--- src/rtl/cpu_pkg.sv ---
// Shared types and sizing for the 16-bit pipeline's memory stage.
package cpu_pkg;

  localparam int DATA_W     = 16;
  localparam int ADDR_BITS  = 10;
  localparam int WAIT_CNT_W = 4;
  localparam logic [WAIT_CNT_W-1:0] WAIT_MAX = 4'd15;

  typedef enum logic {
    IDLE   = 1'b0,
    ACCESS = 1'b1
  } mem_state_t;

  typedef struct packed {
    logic              wbs;
    logic              wme;
    logic              ni;
    logic [DATA_W-1:0] alu_result;
    logic [DATA_W-1:0] read_data;
  } memwb_t;

  localparam memwb_t MEMWB_RESET = '{
    wbs:        1'b0,
    wme:        1'b0,
    ni:         1'b1,
    alu_result: '0,
    read_data:  '0
  };

endpackage

--- src/rtl/mem_handshake_fsm.sv ---
// Req/ack handshake with the data memory: request registers, wait counter,
// pipeline stall and abandon-on-timeout.
module mem_handshake_fsm
  import cpu_pkg::*;
(
  input  logic                 clk,
  input  logic                 rst_n,
  input  logic                 start,
  input  logic                 start_we,
  input  logic [ADDR_BITS-1:0] start_addr,
  input  logic [DATA_W-1:0]    start_wdata,
  input  logic                 mem_ack,
  output logic                 mem_req,
  output logic                 mem_we,
  output logic [ADDR_BITS-1:0] mem_addr,
  output logic [DATA_W-1:0]    mem_wdata,
  output logic                 busy,
  output logic                 stall,
  output logic                 done,
  output logic                 timeout
);

  mem_state_t              state_q, state_d;
  logic [WAIT_CNT_W-1:0]   cnt_q, cnt_d;
  logic                    req_q, req_d;
  logic                    we_q, we_d;
  logic [ADDR_BITS-1:0]    addr_q, addr_d;
  logic [DATA_W-1:0]       wdata_q, wdata_d;

  logic in_access;
  logic at_limit;

  assign in_access = (state_q == ACCESS);
  assign at_limit  = (cnt_q == WAIT_MAX);

  always_comb begin
    state_d = state_q;
    cnt_d   = cnt_q;
    req_d   = req_q;
    we_d    = we_q;
    addr_d  = addr_q;
    wdata_d = wdata_q;
    case (state_q)
      IDLE: begin
        if (start) begin
          state_d = ACCESS;
          cnt_d   = '0;
          req_d   = 1'b1;
          we_d    = start_we;
          addr_d  = start_addr;
          wdata_d = start_wdata;
        end
      end
      ACCESS: begin
        if (mem_ack || at_limit) begin
          state_d = IDLE;
          req_d   = 1'b0;
        end else begin
          cnt_d = cnt_q + 4'd1;
        end
      end
      default: begin
        state_d = IDLE;
        req_d   = 1'b0;
      end
    endcase
  end

  always_ff @(posedge clk) begin
    if (!rst_n) begin
      state_q <= IDLE;
      cnt_q   <= '0;
      req_q   <= 1'b0;
      we_q    <= 1'b0;
      addr_q  <= '0;
      wdata_q <= '0;
    end else begin
      state_q <= state_d;
      cnt_q   <= cnt_d;
      req_q   <= req_d;
      we_q    <= we_d;
      addr_q  <= addr_d;
      wdata_q <= wdata_d;
    end
  end

  // An ack arriving in the final allowed cycle still counts as completion.
  assign stall   = (!in_access && start) || (in_access && !mem_ack && !at_limit);
  assign done    = in_access && mem_ack;
  assign timeout = in_access && !mem_ack && at_limit;
  assign busy    = in_access;

  assign mem_req   = req_q;
  assign mem_we    = we_q;
  assign mem_addr  = addr_q;
  assign mem_wdata = wdata_q;

endmodule

--- src/rtl/memory_access_stage.sv ---
// Memory stage: range check, handshake with data memory, MEM/WB register
// and sticky error flags.
module memory_access_stage
  import cpu_pkg::*;
(
  input  logic                 clk,
  input  logic                 rst_n,
  input  logic                 wbs_in,
  input  logic                 wme_in,
  input  logic                 mm_in,
  input  logic                 wm_in,
  input  logic                 ni_in,
  input  logic [DATA_W-1:0]    ALUresult_in,
  input  logic [DATA_W-1:0]    memData_in,
  output logic                 stall,
  output logic                 mem_req,
  output logic                 mem_we,
  output logic [ADDR_BITS-1:0] mem_addr,
  output logic [DATA_W-1:0]    mem_wdata,
  input  logic [DATA_W-1:0]    mem_rdata,
  input  logic                 mem_ack,
  output logic                 wbs_out,
  output logic                 wme_out,
  output logic                 ni_out,
  output logic [DATA_W-1:0]    alu_result_out,
  output logic [DATA_W-1:0]    read_data_out,
  output logic                 err_timeout,
  output logic                 err_range
);

  logic is_mem_op;
  logic addr_high_set;
  logic range_bad;
  logic start;
  logic busy;
  logic done;
  logic timeout;

  memwb_t memwb_q, memwb_d;
  logic   err_timeout_q, err_timeout_d;
  logic   err_range_q, err_range_d;

  assign is_mem_op     = !ni_in && (mm_in || wm_in);
  assign addr_high_set = |ALUresult_in[DATA_W-1:ADDR_BITS];
  assign start         = is_mem_op && !addr_high_set;
  // While an access is in flight the held instruction was already range-checked.
  assign range_bad     = is_mem_op && addr_high_set && !busy;

  mem_handshake_fsm u_fsm (
    .clk         (clk),
    .rst_n       (rst_n),
    .start       (start),
    .start_we    (wm_in),
    .start_addr  (ALUresult_in[ADDR_BITS-1:0]),
    .start_wdata (memData_in),
    .mem_ack     (mem_ack),
    .mem_req     (mem_req),
    .mem_we      (mem_we),
    .mem_addr    (mem_addr),
    .mem_wdata   (mem_wdata),
    .busy        (busy),
    .stall       (stall),
    .done        (done),
    .timeout     (timeout)
  );

  always_comb begin
    memwb_d = memwb_q;
    if (stall || timeout || range_bad) begin
      memwb_d.ni  = 1'b1;
      memwb_d.wme = 1'b0;
    end else begin
      memwb_d.wbs        = wbs_in;
      memwb_d.wme        = wme_in;
      memwb_d.ni         = ni_in;
      memwb_d.alu_result = ALUresult_in;
      if (done && !mem_we) begin
        memwb_d.read_data = mem_rdata;
      end
    end
  end

  always_comb begin
    err_timeout_d = err_timeout_q || timeout;
    err_range_d   = err_range_q || range_bad;
  end

  always_ff @(posedge clk) begin
    if (!rst_n) begin
      memwb_q       <= MEMWB_RESET;
      err_timeout_q <= 1'b0;
      err_range_q   <= 1'b0;
    end else begin
      memwb_q       <= memwb_d;
      err_timeout_q <= err_timeout_d;
      err_range_q   <= err_range_d;
    end
  end

  assign wbs_out        = memwb_q.wbs;
  assign wme_out        = memwb_q.wme;
  assign ni_out         = memwb_q.ni;
  assign alu_result_out = memwb_q.alu_result;
  assign read_data_out  = memwb_q.read_data;
  assign err_timeout    = err_timeout_q;
  assign err_range      = err_range_q;

endmodule

--- config.mk ---
export PLATFORM = sky130hd
export DESIGN_NAME = memory_access_stage
export DESIGN_NICKNAME = d
export VERILOG_FILES = /design/src/rtl/cpu_pkg.sv /design/src/rtl/mem_handshake_fsm.sv /design/src/rtl/memory_access_stage.sv
export SDC_FILE = /design/constraint.sdc
export NUM_CORES = 1
export LEC_CHECK = 0
export ABC_AREA = 1
export CORE_ASPECT_RATIO = 0.8
export CORE_UTILIZATION = 30
export CTS_CLUSTER_SIZE = 28
export DETAILED_ROUTE_END_ITERATION = 8
export GPL_TIMING_DRIVEN = 0
export HOLD_SLACK_MARGIN = 0.05
export PLACE_DENSITY = 0.68
export SLEW_MARGIN = 0
export SYNTH_ARGS = -nofsm -noshare
export SYNTH_HDL_FRONTEND = slang
export SYNTH_SLANG_ARGS = --single-unit
export TNS_END_PERCENT = 10
--- constraint.sdc ---
create_clock -name clk -period 1.7 [get_ports clk]
set_input_delay 0.34 -clock clk [delete_from_list [all_inputs] [get_ports clk]]
set_output_delay 0.34 -clock clk [all_outputs]
set_load 0.01 [all_outputs]
==> Word-level counts from Yosys, hierarchy flattened <==
Index checks and enable logic that the tools add are counted.
W data, S select, Z words.
{ "op_classes": {"bitwise": 3, "n_eq_ne": 4, "addsub": 1, "mux": 9, "n_reduce_logical": 29} }
{ "ops": {"columns": ["operator", "count"], "rows": [
  ["$logic_and A1 B1 Y1", 10],
  ["$mux W4", 2],
  ["$pmux W4 S2", 1],
  ["$reduce_and A2 Y1", 4],
  ["$logic_or A1 B1 Y1", 7],
  ["$logic_not A1 Y1", 6],
  ["$reduce_or A6 Y1", 1],
  ["$add A4 B1 Y4 const B", 1],
  ["$eq A4 B4 Y1 const B", 1],
  ["$mux W1", 4],
  ["$ne A2 B2 Y1 const B", 2],
  ["$pmux W1 S2", 2],
  ["$not A1 Y1", 3],
  ["$ne A2 B1 Y1 const B", 1],
  ["$reduce_or A2 Y1", 1]
]} }
{ "word_totals": {"out_inout_bits": 66, "inputBits": 56, "wordCells": 59, "ff_bits": 70} }

==> Longest topological paths before layout <==
{ "depth": {"depth_word": 9, "ltp_mapped": 8, "ltp_nobuf": 7} }

==> Cells and area by module <==
Synthesis repeated with hierarchy kept, for this count alone.
{ "hier_totals": {"hier_cells": 394, "area_unflattened_um2": 3059.2} }
{ "modules_own_cells": {"columns": ["mod", "instances", "cells_each", "area_each_um2"], "rows": [
  ["memory_access_stage", 1, 234, 1779.2],
  ["mem_handshake_fsm", 1, 160, 1280.0]
]} }

==> Least setup slack after synthesis <==
Ideal clock, no wire load.
{ "synth_path": {"path_type": "reg2out", "start": "register u_fsm.cnt_q[0]", "end": "output stall", "setup_slack_ps": 450, "path_stages_with_launch": 5, "t_arrival_ps": 910, "cell_sequence": "dfxtp_1 ha_1 nand3_1 nand2_1 nand2_1"} }
{ "synth_via": {"elab_chain_len": 4} }
{ "synth_rtl": {"columns": ["element", "line", "source"], "rows": [
  ["start, declared", "mem_handshake_fsm.sv:24", "logic [WAIT_CNT_W-1:0] cnt_q, cnt_d;"],
  ["start signal, assigned", "mem_handshake_fsm.sv:79", "cnt_q <= cnt_d;"],
  ["$eq A4 B4 Y1", "mem_handshake_fsm.sv:34", "assign at_limit = (cnt_q == WAIT_MAX);"],
  ["$logic_not A1 Y1", "mem_handshake_fsm.sv:88", "assign stall = (!in_access && start) || (in_access && !mem_ack && !at_limit);"],
  ["$logic_and A1 B1 Y1", "mem_handshake_fsm.sv:88", null],
  ["$logic_or A1 B1 Y1", "mem_handshake_fsm.sv:88", null],
  ["end, declared", "memory_access_stage.sv:15", "output logic stall,"]
]} }
Every way passes these cells.

==> Worst setup path in the final report <==
{ "layout_path": {"start": "input mm_in", "end": "output stall"} }
{ "layout_via": {"elab_chain_len": 5} }
{ "layout_rtl": {"columns": ["element", "line", "source"], "rows": [
  ["start, declared", "memory_access_stage.sv:10", "input logic mm_in,"],
  ["$logic_or A1 B1 Y1", "memory_access_stage.sv:43", "assign is_mem_op = !ni_in && (mm_in || wm_in);"],
  ["$logic_and A1 B1 Y1", "memory_access_stage.sv:43", null],
  ["$logic_and A1 B1 Y1", "memory_access_stage.sv:45", "assign start = is_mem_op && !addr_high_set;"],
  ["$logic_and A1 B1 Y1", "mem_handshake_fsm.sv:88", null],
  ["$logic_or A1 B1 Y1", "mem_handshake_fsm.sv:88", null]
]} }
Every way passes these cells.

==> results.md <==
Logic synthesis:
- The cell area that synthesis handed to floorplanning was around 2500 µm².
- The area share of and/or/nand/nor cells after synthesis is between 20% and 30%.
- sky130_fd_sc_hd__dfxtp_1 takes more of the synthesized area than any other cell.
- In this run, synthesis produced a sequential element count of 70.
- The number of nets in the synthesized netlist is 379.
- Of the post-synthesis cell area, the dominant cell type holds roughly 55%.
- Dividing the synthesized area by the synthesized cell count gives 7.89 µm².
- The main combinational cell family by area after synthesis is simple AND/OR/NAND/NOR gates.
- Summing the areas of all fa, ha and maj instances in the mapped netlist gives 0.492% of the synthesized area.
- The sequential element share of the synthesized area is 55.1%.
- The compound-gate portion of the synthesized area is 14.2%.
- The Yosys step of the flow raised 0 warnings.
- The proportion of synthesized area in mux cells is 0%.
- The instance count of the mapped netlist is 322.
- The number of distinct library cells after synthesis is 23.
- The synthesized netlist devotes 0% of its cell area to XOR and XNOR gates.
- By area the synthesized netlist is led by sky130_fd_sc_hd__dfxtp_1 55%, sky130_fd_sc_hd__nor2_1 19%, sky130_fd_sc_hd__o21ai_0 11%.

Place:
- Routability-driven placement finished with a final weighted congestion of 0.782.
- Prior to clock tree synthesis, the placed netlist has a worst setup slack of -0.616 ns.
- The number of I/O port buffers is between 100 and 150.
- The placed wire-length estimate after detailed placement is around 5300 µm.
- The cell area reported after detailed placement is 3880 µm².

Min path:
- The start point of the worst hold path is ni_in.
- The worst hold path depth is 2.
- The worst hold path terminates at ni_out.
- The worst min-delay path category is input port to register.

Worst setup path:
- The highest net fanout along the worst path is 2.
- The required time of the critical path is ~1.4 ns.
- The critical path data arrival time is 1.30 ns.
- Setup slack on the worst reg-to-reg path comes out at 0.38 ns.
- The setup path with the least slack is of type input port to primary output.
- The worst setup path is launched from an input port.
- The cell count of the worst reg-to-reg path is 8.
- The endpoint class of the critical path is a primary output.
- The launch point of the worst reg-to-reg path is u_fsm.busy.
- The terminus of the critical flop-to-flop path is alu_result_out[7].

STA:
- The top achievable clock speed is 610 MHz.
- The final worst slack is 0.0618 ns.
- The ratio of final minimum period to clock period is 96.4%.
- The transition time at the pin with the least slew margin is roughly 0.43 ns.
- Headroom to the max-slew limit came out at between 70% and 80%.
- The final clock skew is 0.00747 ns.
- Setup violations remaining at the end of the flow were counted as 0.
- The count of endpoints failing hold in the final timing report is 0.
- The number of slew-limit violations in the final report is 0.
- The time the worst path needs with I/O delays and setup is 1.64 ns.
- Setup repair after global routing left no endpoint under its margin.

Global route:
- The total overflow left after global routing is 0.
- The global-route wire length before repair is 12100 µm.
- The maximum number of pins on one net before global-route repair is 14.
- The via count of the first global-routing pass is 2561.
- The overall routing resource usage is between 15 and 20%.
- The initial antenna violation count was 0.

Drt:
- In the routed layout, each cell is associated on average with a via count of 4.52.
- Detailed routing inserted a total of 2626 vias.
- In the final routed layout, each cell accounts on average for roughly 13 µm.
- Before antenna repair, the detailed router went through 4 iterations.
- Once detail routing completed, the nets flagged for antenna violations numbered 0.
- The initial detailed-routing violation count is 85.
- The sum of routed wire length over all layers is 7540 µm.
- The post-route DRC violation count is 0.

Clock tree:
- The CTS buffer count is 9.
- In this run the number of H-tree levels came out at 3.
- TritonCTS built the clock tree.
- The buffer levels on the longest clock path is 2.
- The clock net sink count is 70.
- The tree is rooted in a sky130_fd_sc_hd__clkbuf_8.
- The clock insertion delay at the later pin of the skew report is around 0.34 ns.
- Clock-pin slew was measured on the worst setup and hold paths at 0.08 ns.

Die:
- The floorplan row count is 29.
- The die boundary width is 105 µm.
- The full die area is 8850 µm².
- The die height is 84.3 µm.
- The standard cell core area is 8060 µm².
- The number of top-level pins is 122.
- The initial standard-cell utilization of the core is 31.5%.

Finish:
- The post-synthesis to final-layout area growth is 67.8%.
- The final net count is 525.
- Measured on the finished design, the core utilization comes to 52.9%.
- The count of antenna diodes in the layout is 0.
- The proportion of layout cells with a drive suffix above 1 is 13.3%.
- The area of all placed cells without fillers is 4260 µm².

Power and ir drop:
- For this design the static power due to leakage is 1.81 nW.
- Across the VDD grid, the largest voltage drop is 0.426 mV.
- The power per cell area is 844 nW/µm².

Outcome:
- The run finished with clean final reports.

Job:
- Max-cap violations in this run came to 0.
layer usage:
metal  vias up  track usage [%]  wire [µm]
met5         -                0          0
met4         0             5.38         86
met3         7             6.37        430
met2        88             29.0       3610
met1      1206             21.1       3420
li1       1325                -          -
power breakdown:
| part | switching (mW) | internal (mW) | total (mW) |
|---|---|---|---|
| logic | 0.145 | 0.222 | 0.367 |
| registers | 0.0196 | 1.68 | 1.70 |
| clock network | 0.656 | 0.876 | 1.53 |
layout by cell type, fill, tap and decap left out, types with 2 or more instances in the layout:
| cell type | instances |
|---|---|
| sky130_fd_sc_hd__bufinv_16 | 2 |
| sky130_fd_sc_hd__nand2_2 | 3 |
| sky130_fd_sc_hd__clkinv_4 | 2 |
| sky130_fd_sc_hd__nand3_2 | 2 |
| sky130_fd_sc_hd__buf_6 | 3 |
| sky130_fd_sc_hd__clkbuf_8 | 10 |
| sky130_fd_sc_hd__buf_4 | 17 |
| sky130_fd_sc_hd__nand2_1 | 7 |
| sky130_fd_sc_hd__a21oi_1 | 7 |
| sky130_fd_sc_hd__nand3_1 | 5 |
| sky130_fd_sc_hd__clkbuf_1 | 7 |
| sky130_fd_sc_hd__nor2_4 | 2 |
| sky130_fd_sc_hd__dlygate4sd2_1 | 6 |
| sky130_fd_sc_hd__o21ai_0 | 57 |
| sky130_fd_sc_hd__buf_2 | 4 |
| sky130_fd_sc_hd__nor2_1 | 126 |
| sky130_fd_sc_hd__inv_2 | 2 |
| sky130_fd_sc_hd__clkdlybuf4s50_1 | 111 |
| sky130_fd_sc_hd__inv_1 | 7 |
| sky130_fd_sc_hd__dlymetal6s2s_1 | 2 |
| sky130_fd_sc_hd__dfxtp_1 | 68 |
| sky130_fd_sc_hd__nor2_2 | 6 |
| sky130_fd_sc_hd__dfxtp_2 | 2 |
| sky130_fd_sc_hd__o21ai_1 | 5 |
cells in the mapped netlist:
cell type and n:
sky130_fd_sc_hd__nand2_1 9, sky130_fd_sc_hd__buf_6 3, sky130_fd_sc_hd__clkbuf_1 7, sky130_fd_sc_hd__inv_1 7, sky130_fd_sc_hd__nor2_4 2, sky130_fd_sc_hd__a21oi_1 7
sky130_fd_sc_hd__buf_2 4, sky130_fd_sc_hd__o21ai_0 58, sky130_fd_sc_hd__or2_2 1, sky130_fd_sc_hd__nor3b_1 1, sky130_fd_sc_hd__nor2_1 130, sky130_fd_sc_hd__dfxtp_1 70
sky130_fd_sc_hd__inv_2 2, sky130_fd_sc_hd__nand2_2 1, sky130_fd_sc_hd__nand3b_1 1, sky130_fd_sc_hd__nor2_2 2, sky130_fd_sc_hd__inv_4 1, sky130_fd_sc_hd__o21ai_4 1
sky130_fd_sc_hd__nand3_1 7, sky130_fd_sc_hd__ha_1 1, sky130_fd_sc_hd__nand2_4 1, sky130_fd_sc_hd__buf_4 2, sky130_fd_sc_hd__o21ai_1 4
cells by family after synthesis:
| logic type | count (synthesis) |
|---|---|
| flip-flops | 70 |
| AO/OA/AOI/OAI | 70 |
| buffers and inverters | 26 |
| adder cells (fa/ha/maj) | 1 |
| AND/OR/NAND/NOR | 155 |
through the flow:
stage                     power (mW)  setup TNS (ns)  hold slack (ns)  instances
after floorplan                 1.85               0            0.446        322
after CTS                       3.65               0            0.392        580
final                           3.60               0            0.294        581
after global routing            3.77               0            0.288        581
after detailed placement        2.09           -4.40            0.456        550
after global placement          2.08           -3.80            0.449        550
sequential cells by signal, summed over array words and instances, names as in the netlist, 4 cells and up:
name and cells:
u_fsm.cnt_q 4, read_data_out 16, u_fsm.mem_wdata 16, u_fsm.mem_addr 10, alu_result_out 16
timing repair:
action / in CTS / in global routing
gates resized for setup: 20 / 7
endpoints found under the setup margin: 1 / 3
buffers inserted: 14 / 1
pin swaps: 8 / 2
gates cloned: 0 / 0
hold buffers: 0 / 0
cell type report:
| cell class | instances | area, µm² |
|---|---|---|
| Clock buffer | 10 | 138 |
| Fill cell | 811 | 3790 |
| Multi-Input combinational cell | 226 | 1040 |
| Clock inverter | 6 | 93.8 |
| Sequential cell | 70 | 1400 |
| Buffer | 16 | 98.8 |
| Timing Repair Buffer | 135 | 1310 |
| Inverter | 10 | 40.0 |
| Tap cell | 108 | 135 |
critical path, stage by stage:
cell,delay (ns)
sky130_fd_sc_hd__clkdlybuf4s50_1,0.45
sky130_fd_sc_hd__o21ai_4,0.18
sky130_fd_sc_hd__inv_2,0.06
sky130_fd_sc_hd__nand2_2,0.08
sky130_fd_sc_hd__nand2_2,0.07
sky130_fd_sc_hd__buf_6,0.12
worst max path at each step:
stage / slack [ns] / start / cells past startpoint / to
finish: 0.06 / mm_in / 6 / stall
global route: 0.005 / ALUresult_in[10] / 12 / u_fsm.mem_wdata[15]
CTS: 0.01 / u_fsm.cnt_q[1] / 5 / stall
detailed placement: -0.62 / ALUresult_in[15] / 7 / stall
global placement: -0.62 / ALUresult_in[15] / 7 / stall
floorplan: 0.45 / u_fsm.cnt_q[0] / 4 / stall
Power figures use the tool's default switching activity.
